[src/rtl/morra_match_driver.sv]
// morra_match_driver: drives LFSR-generated matches into the MorraCinese core and checks each result against a reference model.
// Define MORRA_DRV_INJECT_EN to force PRIMO to NO_MOVE on every 4th issued manche.
module morra_match_driver #(
    parameter int MAX_ISSUED = 63
) (
    input  logic       clk,
    input  logic       rst_n,
    input  logic       start,
    input  logic [3:0] cfg_len,
    input  logic [7:0] seed1,
    input  logic [7:0] seed2,
    input  logic [1:0] MANCHE,
    input  logic [1:0] PARTITA,
    output logic [1:0] PRIMO,
    output logic [1:0] SECONDO,
    output logic       INIZIA,
    output logic       busy,
    output logic       done,
    output logic       mismatch,
    output logic       timeout,
    output logic [7:0] err_count,
    output logic [4:0] score1,
    output logic [4:0] score2,
    output logic [4:0] played,
    output logic [1:0] result
);
    typedef enum logic [2:0] {IDLE, CFG, CFGCHK, ISSUE, CHECK, DONE} state_t;
    localparam logic [7:0] MAX_I = 8'(MAX_ISSUED);
    state_t state, state_n;
    logic [7:0] lfsr1, lfsr2, lfsr1_n, lfsr2_n, issued;
    logic [4:0] max_pl, s1_n, s2_n, pl_n;
    logic [1:0] mv1, mv2, mv1_n, mv2_n, lw_who, lw_mv, exp_m, exp_mm, exp_p, win_p;
    logic       accept, inval, cmp, err, at_max;

    function automatic logic [7:0] step(input logic [7:0] l);
        return {l[6:0], l[7] ^ l[5] ^ l[4] ^ l[3]};
    endfunction

    function automatic logic [1:0] to_move(input logic [1:0] b);
        return b == 2'b00 ? 2'b01 : b;
    endfunction

    function automatic logic beats(input logic [1:0] a, input logic [1:0] b);
        return (a == 2'b01 && b == 2'b11) || (a == 2'b11 && b == 2'b10) || (a == 2'b10 && b == 2'b01);
    endfunction

    always_comb begin
        accept  = state == IDLE && start;
        lfsr1_n = step(lfsr1);
        lfsr2_n = step(lfsr2);
`ifdef MORRA_DRV_INJECT_EN
        mv1_n   = issued[1:0] == 2'b11 ? 2'b00 : to_move(lfsr1_n[1:0]);
`else
        mv1_n   = to_move(lfsr1_n[1:0]);
`endif
        mv2_n   = to_move(lfsr2_n[1:0]);
        // the last decisive winner may not repeat the move that won it
        inval   = mv1 == 2'b00 || mv2 == 2'b00 || (lw_who == 2'b01 && mv1 == lw_mv) || (lw_who == 2'b10 && mv2 == lw_mv);
        exp_m   = inval ? 2'b00 : mv1 == mv2 ? 2'b11 : beats(mv1, mv2) ? 2'b01 : 2'b10;
        s1_n    = score1 + 5'(exp_m == 2'b01);
        s2_n    = score2 + 5'(exp_m == 2'b10);
        pl_n    = played + 5'(exp_m != 2'b00);
        win_p   = (pl_n >= 5'd4 && s1_n >= s2_n + 5'd2) ? 2'b01 :
                  (pl_n >= 5'd4 && s2_n >= s1_n + 5'd2) ? 2'b10 :
                  pl_n == max_pl ? (s1_n > s2_n ? 2'b01 : s2_n > s1_n ? 2'b10 : 2'b11) : 2'b00;
        exp_mm  = state == CHECK ? exp_m : 2'b00;
        exp_p   = state == CHECK ? win_p : 2'b00;
        cmp     = state == CHECK || state == CFGCHK;
        err     = cmp && (MANCHE != exp_mm || PARTITA != exp_p);
        at_max  = issued >= MAX_I;
        state_n = state;
        case (state)
            IDLE:    state_n = accept ? CFG : IDLE;
            CFG:     state_n = CFGCHK;
            CFGCHK:  state_n = ISSUE;
            ISSUE:   state_n = CHECK;
            CHECK:   state_n = (win_p != 2'b00 || PARTITA != 2'b00 || at_max) ? DONE : ISSUE;
            default: state_n = IDLE;
        endcase
    end

    always_ff @(posedge clk or negedge rst_n) begin
        if (!rst_n) begin
            state     <= IDLE;
            PRIMO     <= 2'b00;
            SECONDO   <= 2'b00;
            INIZIA    <= 1'b0;
            busy      <= 1'b0;
            done      <= 1'b0;
            mismatch  <= 1'b0;
            timeout   <= 1'b0;
            err_count <= 8'd0;
            score1    <= 5'd0;
            score2    <= 5'd0;
            played    <= 5'd0;
            result    <= 2'b00;
            lfsr1     <= 8'h01;
            lfsr2     <= 8'h01;
            issued    <= 8'd0;
            max_pl    <= 5'd4;
            mv1       <= 2'b00;
            mv2       <= 2'b00;
            lw_who    <= 2'b00;
            lw_mv     <= 2'b00;
        end else begin
            state   <= state_n;
            PRIMO   <= state_n == CFG ? cfg_len[3:2] : state_n == ISSUE ? mv1_n : 2'b00;
            SECONDO <= state_n == CFG ? cfg_len[1:0] : state_n == ISSUE ? mv2_n : 2'b00;
            INIZIA  <= state_n == CFG;
            busy    <= state_n inside {CFG, CFGCHK, ISSUE, CHECK};
            done    <= state_n == DONE;
            if (accept) begin
                lfsr1     <= seed1 == 8'd0 ? 8'h01 : seed1;
                lfsr2     <= seed2 == 8'd0 ? 8'h01 : seed2;
                issued    <= 8'd0;
                max_pl    <= 5'(cfg_len) + 5'd4;
                score1    <= 5'd0;
                score2    <= 5'd0;
                played    <= 5'd0;
                result    <= 2'b00;
                lw_who    <= 2'b00;
                mismatch  <= 1'b0;
                timeout   <= 1'b0;
                err_count <= 8'd0;
            end
            if (state_n == ISSUE) begin
                lfsr1  <= lfsr1_n;
                lfsr2  <= lfsr2_n;
                mv1    <= mv1_n;
                mv2    <= mv2_n;
                issued <= issued + 8'd1;
            end
            if (err) begin
                mismatch  <= 1'b1;
                err_count <= err_count + 8'(err_count != 8'hFF);
            end
            if (state == CHECK) begin
                score1 <= s1_n;
                score2 <= s2_n;
                played <= pl_n;
                result <= win_p;
                if (exp_m == 2'b01 || exp_m == 2'b10) begin
                    lw_who <= exp_m;
                    lw_mv  <= exp_m == 2'b01 ? mv1 : mv2;
                end else if (exp_m == 2'b11) begin
                    lw_who <= 2'b00;
                end
                if (at_max && win_p == 2'b00 && PARTITA == 2'b00) timeout <= 1'b1;
            end
        end
    end
endmodule

[config.mk]
export PLATFORM = sky130hd
export DESIGN_NAME = morra_match_driver
export DESIGN_NICKNAME = d
export VERILOG_FILES = /design/src/rtl/morra_match_driver.sv
export SDC_FILE = /design/constraint.sdc
export NUM_CORES = 1
export LEC_CHECK = 0
export CORE_ASPECT_RATIO = 1.25
export CORE_MARGIN = 3
export CORE_UTILIZATION = 50
export CTS_CLUSTER_DIAMETER = 120
export DETAILED_ROUTE_END_ITERATION = 16
export PLACE_DENSITY_LB_ADDON = 0.15
export SLEW_MARGIN = 15
export SYNTH_ARGS = -nofsm -noshare
export SYNTH_HDL_FRONTEND = slang
export SYNTH_SLANG_ARGS = --single-unit
[constraint.sdc]
create_clock -name clk -period 4.65 [get_ports clk]
set_clock_uncertainty 0.05 [all_clocks]
set_input_delay 0.6975 -clock clk [delete_from_list [all_inputs] [get_ports clk]]
set_output_delay 0.6975 -clock clk [all_outputs]
set_load 0.05 [all_outputs]
==> impl_metrics.ini, run 1 <==
[detailed_routing]
met2WireLength_um = 6600
ant_nets = 0
drt_iter0_markers = 223
top_layer = met4
via_per_inst = 5.72
dr_wl_met3_um = 627
dr.pass1.iters = 4
vias = 4057
wl_per_cell_um = 17.7
met1_length_um = 5020
drc = 0
drt-total-wl_um = 12500

[power_and_ir_drop]
ir_drop_mv = 0.429
power_frac_seq_pct = 23.6
swShare_pct = 43.8
p_switching_uw = 1950
p_clk_share_pct = 14.3
p_leak_uw = 0.00277
p_total_uw = 4450
p_int_uw = 2500
pwr-share-comb_pct = 62.1
power_per_cell_area_nw_per_um2 = 681

[timing]
fmax_ghz = 0.209
layout_setup_ws_ns = -0.146
period_share_pct = 103
maxSlewViolCount = 0
setup_viol = 39
relSlewSlack_pct = 37.1
final_hold_viol_count = 0
fin_setup_tns_ns = -2.69
fin_crit_ns = 4.80
worst_slew_pin_slew_ns = 0.944
rsz0062_at_grt = true

[clock_network]
htree_num_levels = 3
cts_hold_buf = 0
clkSlewWorstSetupHoldPaths_ns = 0.09
clock_path_buffers = 2
cts_tree = done
cts_buffers = 9
ctsRootBufferMaster = clkbuf_8
clock_latency_ns = 0.36
numClockSinks = 74

[global_route]
grt_pass1_wl_um = 19400
grt_max_degree = 75
grt_overflow = 0
track_usage_pct = 23.9
antenna_found_initial = 0
grt_pass1_vias = 4090

[finish]
diodes = 0
drive_gt1_share_pct = 32.1
fillers = 525
layoutNonFillerInstCount = 709
area_growth_pct = 46.8
layout.nets = 643

[setup_path]
path_cells = or4bb_1 > a21oi_2 > nor4_4 > nand2_2 > inv_2 > ha_4 > ha_4 > ha_4 > xor2_4 > ha_4 > inv_2 > ha_4 > a21o_1 > a31oi_2 > o21ai_2 > o21a_1 > or4_4 > buf_6 > a21oi_4 > buf_12 > buf_12 > o21ai_1 > a22o_1
worstPathMaxFanout = 7
crit_required_ns = 4.86
path_class = register to register
crit_path_max_incr_delay_ns = 0.52
path_buf_inv = 5
crit_family = simple AND/OR/NAND/NOR gates
arrival_ns = 5.00
cpMostUsedCell = ha_4
endpoint_kind = register
cp_slowest_cell = or4_4
cp-start-kind = register

[yosys]
synth_nets = 523
syn_avg_cell_area_um2 = 9.54
synth_top_cell_area_share_pct = 39.9
synth-compound-area-share_pct = 19.1
ys_ff_latch = 74
synth_area_leaders = dfrtp_1 40%, ha_1 8.1%, nand2_1 4.4%, xnor2_1 3.3%, o21ai_0 3.1%
synth_most_common_cell = dfrtp_1
synth_top_family_by_area = compound AO/OA/AOI/OAI gates
synthSimpleGateAreaFrac_pct = 18.1
ys.flop_type = dfrtp_1
synthMuxAreaShare_pct = 1.66
ys_seq_area_share_pct = 41.6
yosys_warnings = 0
ys_async_sr_fraction_pct = 100
synth_cells = 467
synthesis.area_um2 = 4460
synth_cell_types = 68
synth_fa_ha_area_share_pct = 8.14
synth_edf_count = 0
yosys-top-cells-count = 71 x dfrtp_1, 52 x nand2_1, 32 x nor2_1
yosys.area.top_type = dfrtp_1
synth-xor-area-share_pct = 5.67

[floorplan]
coreArea_um2 = 8470
die_height_um = 112
row_count = 37
dieArea_um2 = 10100
die_x_um = 90.4
start_util_pct = 52.6
io_pins = 61

[placement]
hpwl_um = 8070
dp_cells = 667
place_congestion = 0.875
port-buffer-count = 60

[worst_hold_path]
hp-class = input port to async pin

[run_status]
violations = setup timing
status = complete, but fails checks

[run]
maxCapViolations = 0
## sequential cells by signal (all words and copies together), names as in the netlist, 5 cells and up
register and count:
lfsr1 8, max_pl 5, err_count 8, issued 8, played 5, score2 5
score1 5, lfsr2 8
## per-stage QoR
stage	cell area [µm²]	setup WS, ns	util [%]	hold WS [ns]
floorplan	4610	-0.0315	-	0.352
global placement	5510	-0.120	65.0	0.415
CTS	6100	-0.0817	72.0	0.462
detailed placement	5510	-0.261	65.0	0.439
finish	6540	-0.146	77.2	0.409
global route	6540	-0.355	77.2	0.485
## kinds of logic after synthesis
| group | after synthesis |
|---|---|
| xor+xnor | 28 |
| mux | 7 |
| simple gates | 160 |
| fa+ha+maj | 29 |
| flops | 74 |
| buf+inv | 47 |
| compound gates | 122 |
## worst paths after layout
| check | start | end | slack [ns] | cells past startpoint |
|---|---|---|---|---|
| max reg2reg | lw_mv[0] | issued[4] | -0.15 | 23 |
| max in group asynchronous | rst_n | mv2[1] | 3.46 | 1 |
| min | rst_n | score2[4] | 0.41 | 1 |
| min in group clk | result[0] | result[0] | 0.46 | 2 |
| max | lw_mv[0] | issued[4] | -0.15 | 23 |
| min reg2reg | result[0] | result[0] | 0.46 | 2 |
## cell usage in the layout, fill, tap and decap left out, types with 4 or more instances in the layout
cell and count:
o22ai_2 4, dfrtp_1 69, a22o_1 13, clkbuf_8 11, o22ai_1 11, nor2_1 31, clkdlybuf4s50_1 59, buf_4 50
xor2_1 7, buf_6 15, nor3_1 4, buf_12 4, mux2i_1 4, and3_1 5, xnor2_1 14, a21oi_2 5
ha_1 16, inv_1 20, o31ai_1 4, o21ai_2 7, nand2b_1 8, a21o_1 5, ha_4 12, o21ai_0 20
inv_2 5, o221ai_2 4, o21ai_1 10, nor2b_1 4, nor3_2 11, nand2_1 49, nand3_1 12
## timing repair
item / CTS / global route
setup buffers: 13 / 11
pin swaps: 27 / 33
cloned: 2 / 1
resized for setup: 36 / 74
setup endpoints to repair: 41 / 44
## layer usage
| metal | global-route usage [%] | up-vias |
|---|---|---|
| met2 | 43.1 | 135 |
| li1 | - | 1919 |
| met1 | 27.2 | 1980 |
| met3 | 4.93 | 23 |
| met4 | 10.1 | 0 |
| met5 | 0 | - |
## power groups by stage
stage / logic (µW) / clock network (µW) / registers [µW]
final: 2760 / 638 / 1050
after global routing: 2990 / 674 / 1080
after global placement: 2030 / 0 / 1030
after CTS: 2440 / 652 / 1030
after floorplan: 1360 / 0 / 1150
after detailed placement: 2070 / 0 / 1040
## cell type report
| cell class | instances | area (µm²) | share of cell area (%) |
|---|---|---|---|
| inverter | 27 | 105 | 1.61 |
| tap | 117 | 146 | 2.24 |
| multi-input combinational | 346 | 2960 | 45.3 |
| clock buffer | 11 | 151 | 2.31 |
| clock inverter | 5 | 100 | 1.53 |
| sequential | 74 | 1860 | 28.4 |
| timing repair buffer | 129 | 1220 | 18.6 |
Power figures use the tool's default switching activity.
==> run 2, diff against run 1 <==
CORE_ASPECT_RATIO = 1.5   (was 1.25)
==> impl_metrics.ini, run 2 (synthesized netlist as in run 1, its figures left out) <==
[run_status]
status = complete, but fails checks
violations = setup timing

[detailed_routing]
ant_nets = 0
top_layer = met4
met2WireLength_um = 7090
dr_wl_met3_um = 458
wl_per_cell_um = 18.4
drt-total-wl_um = 12700
drt_iter0_markers = 173
vias = 4041
via_per_inst = 5.85
drc = 0
met1_length_um = 4850
dr.pass1.iters = 4

[timing]
final_hold_viol_count = 0
fmax_ghz = 0.209
layout_setup_ws_ns = -0.135
period_share_pct = 103
relSlewSlack_pct = 36.9
worst_slew_pin_slew_ns = 0.947
fin_crit_ns = 4.78
maxSlewViolCount = 0
rsz0062_at_grt = true
setup_viol = 33

[setup_path]
path_cells = or4bb_1 > a21oi_2 > nor4_4 > nand2_2 > inv_2 > ha_4 > ha_4 > ha_4 > xor2_4 > ha_4 > inv_2 > ha_4 > a21o_1 > a31oi_2 > o21ai_2 > o21a_1 > or4_4 > o22a_4 > nor2_8 > mux2_4
crit_required_ns = 4.82
endpoint_kind = register
r2r_cells = 20
cp-start-kind = register
startpoint = lw_mv[0]
cpMostUsedCell = ha_4
arrival_ns = 4.95
crit_family = simple AND/OR/NAND/NOR gates
r2r_end = mv1[1]
r2r_slack_ns = -0.13
endpoint = mv1[1]
r2r_start = lw_mv[0]
path_class = register to register
cp_slowest_cell = or4_4
cp_num_cells = 20
worstPathMaxFanout = 6
crit_path_max_incr_delay_ns = 0.56
path_buf_inv = 2

[finish]
multiInputGateArea_um2 = 2870
final_common_cell = dfrtp_1
drive_gt1_share_pct = 28.4
regArea_um2 = 1860
layout.nets = 635
diodes = 0
layout_common_cells = 71 x dfrtp_1, 59 x clkdlybuf4s50_1, 49 x nand2_1, 49 x buf_4, 32 x nor2_1
fillers = 588
area_growth_pct = 44.7
final_util_pct = 75.3

[clock_network]
ctsRootBufferMaster = clkbuf_16
cts_buffers = 9
clkSlewWorstSetupHoldPaths_ns = 0.06
cts_tree = done
clock_latency_ns = 0.34
numClockSinks = 74
htree_num_levels = 3
clock_path_buffers = 2

[global_route]
grt_max_degree = 75
grt_pass1_wl_um = 19600
grt_pass1_vias = 4133
track_usage_pct = 24.3
grt_overflow = 0
antenna_found_initial = 0

[run]
maxCapViolations = 0

[floorplan]
io_pins = 61
dieArea_um2 = 10100
start_util_pct = 52.0
coreArea_um2 = 8570
die_height_um = 122
die_x_um = 83.1
row_count = 41

[placement]
port-buffer-count = 60
dp_slack_ns = -0.296
hpwl_um = 8180
place_congestion = 0.852

[power_and_ir_drop]
p_leak_uw = 0.00275
power_per_cell_area_nw_per_um2 = 700
ir_drop_mv = 0.392

[worst_hold_path]
hp-class = input port to async pin
==> run 2: changes by cell type in the layout (fill, tap and decap cells not counted), sizes merged <==
cell    before  now
buf         70   61
bufinv       3    2
clkbuf      11   13
==> run 2: metrics by stage <==
step	hold slack, ns	power, µW	std cells	area, µm²	TNS [ns]
after floorplan	0.352	2510	467	4610	-0.0630
after global placement	0.414	3100	658	5500	-1.75
after detailed placement	0.416	3150	658	5500	-8.36
after CTS	0.431	4190	681	6080	-1.83
after global routing	0.475	4790	691	6450	-9.08
final	0.439	4510	691	6450	-2.22
==> run 2: how the worst min path moves through the flow <==
stage | slack, ns | from | to
floorplan | 0.35 | rst_n | INIZIA
detailed placement | 0.42 | result[0] | result[0]
global placement | 0.41 | result[0] | result[0]
finish | 0.44 | rst_n | score2[3]
global route | 0.48 | mismatch | mismatch
CTS | 0.43 | result[0] | result[0]
==> run 2: routing by layer <==
layer,up-vias,track usage [%]
li1,1913,-
met1,2003,26.2
met2,103,45.2
met3,22,5.55
met4,0,10.2
met5,-,0
==> run 2: final cells by class <==
| cell class | count | share of cell area, % |
|---|---|---|
| flip-flops and latches | 74 | 28.8 |
| well taps | 107 | 2.08 |
| inverters | 27 | 1.57 |
| clock buffers | 12 | 4.13 |
| clock inverters | 4 | 1.13 |
| multi-input cells | 346 | 44.5 |
| repair buffers | 121 | 17.9 |
==> run 2: worst register-to-register path, stage by stage, from the launching register on <==
cell	delay, ns
dfrtp_1	0.42
or4bb_1	0.51
a21oi_2	0.20
nor4_4	0.09
nand2_2	0.12
inv_2	0.07
ha_4	0.17
ha_4	0.17
ha_4	0.18
xor2_4	0.17
ha_4	0.28
inv_2	0.04
ha_4	0.21
a21o_1	0.16
a31oi_2	0.20
o21ai_2	0.11
o21a_1	0.19
or4_4	0.56
o22a_4	0.31
nor2_8	0.13
mux2_4	0.31
==> run 2: timing repair <==
action / 4_1_cts / 5_1_grt
setup buffers: 6 / 9
hold buffers: 0 / 0
setup endpoints to repair: 44 / 44
pin swaps: 22 / 30
cloned: 1 / 1
gates resized for setup: 31 / 47
==> run 2: where the power goes <==
group	internal (µW)	switching, µW	leakage [µW]	total (µW)
registers	843	199	0.000932	1040
clock network	513	273	0.000165	785
logic	1230	1460	0.00165	2690
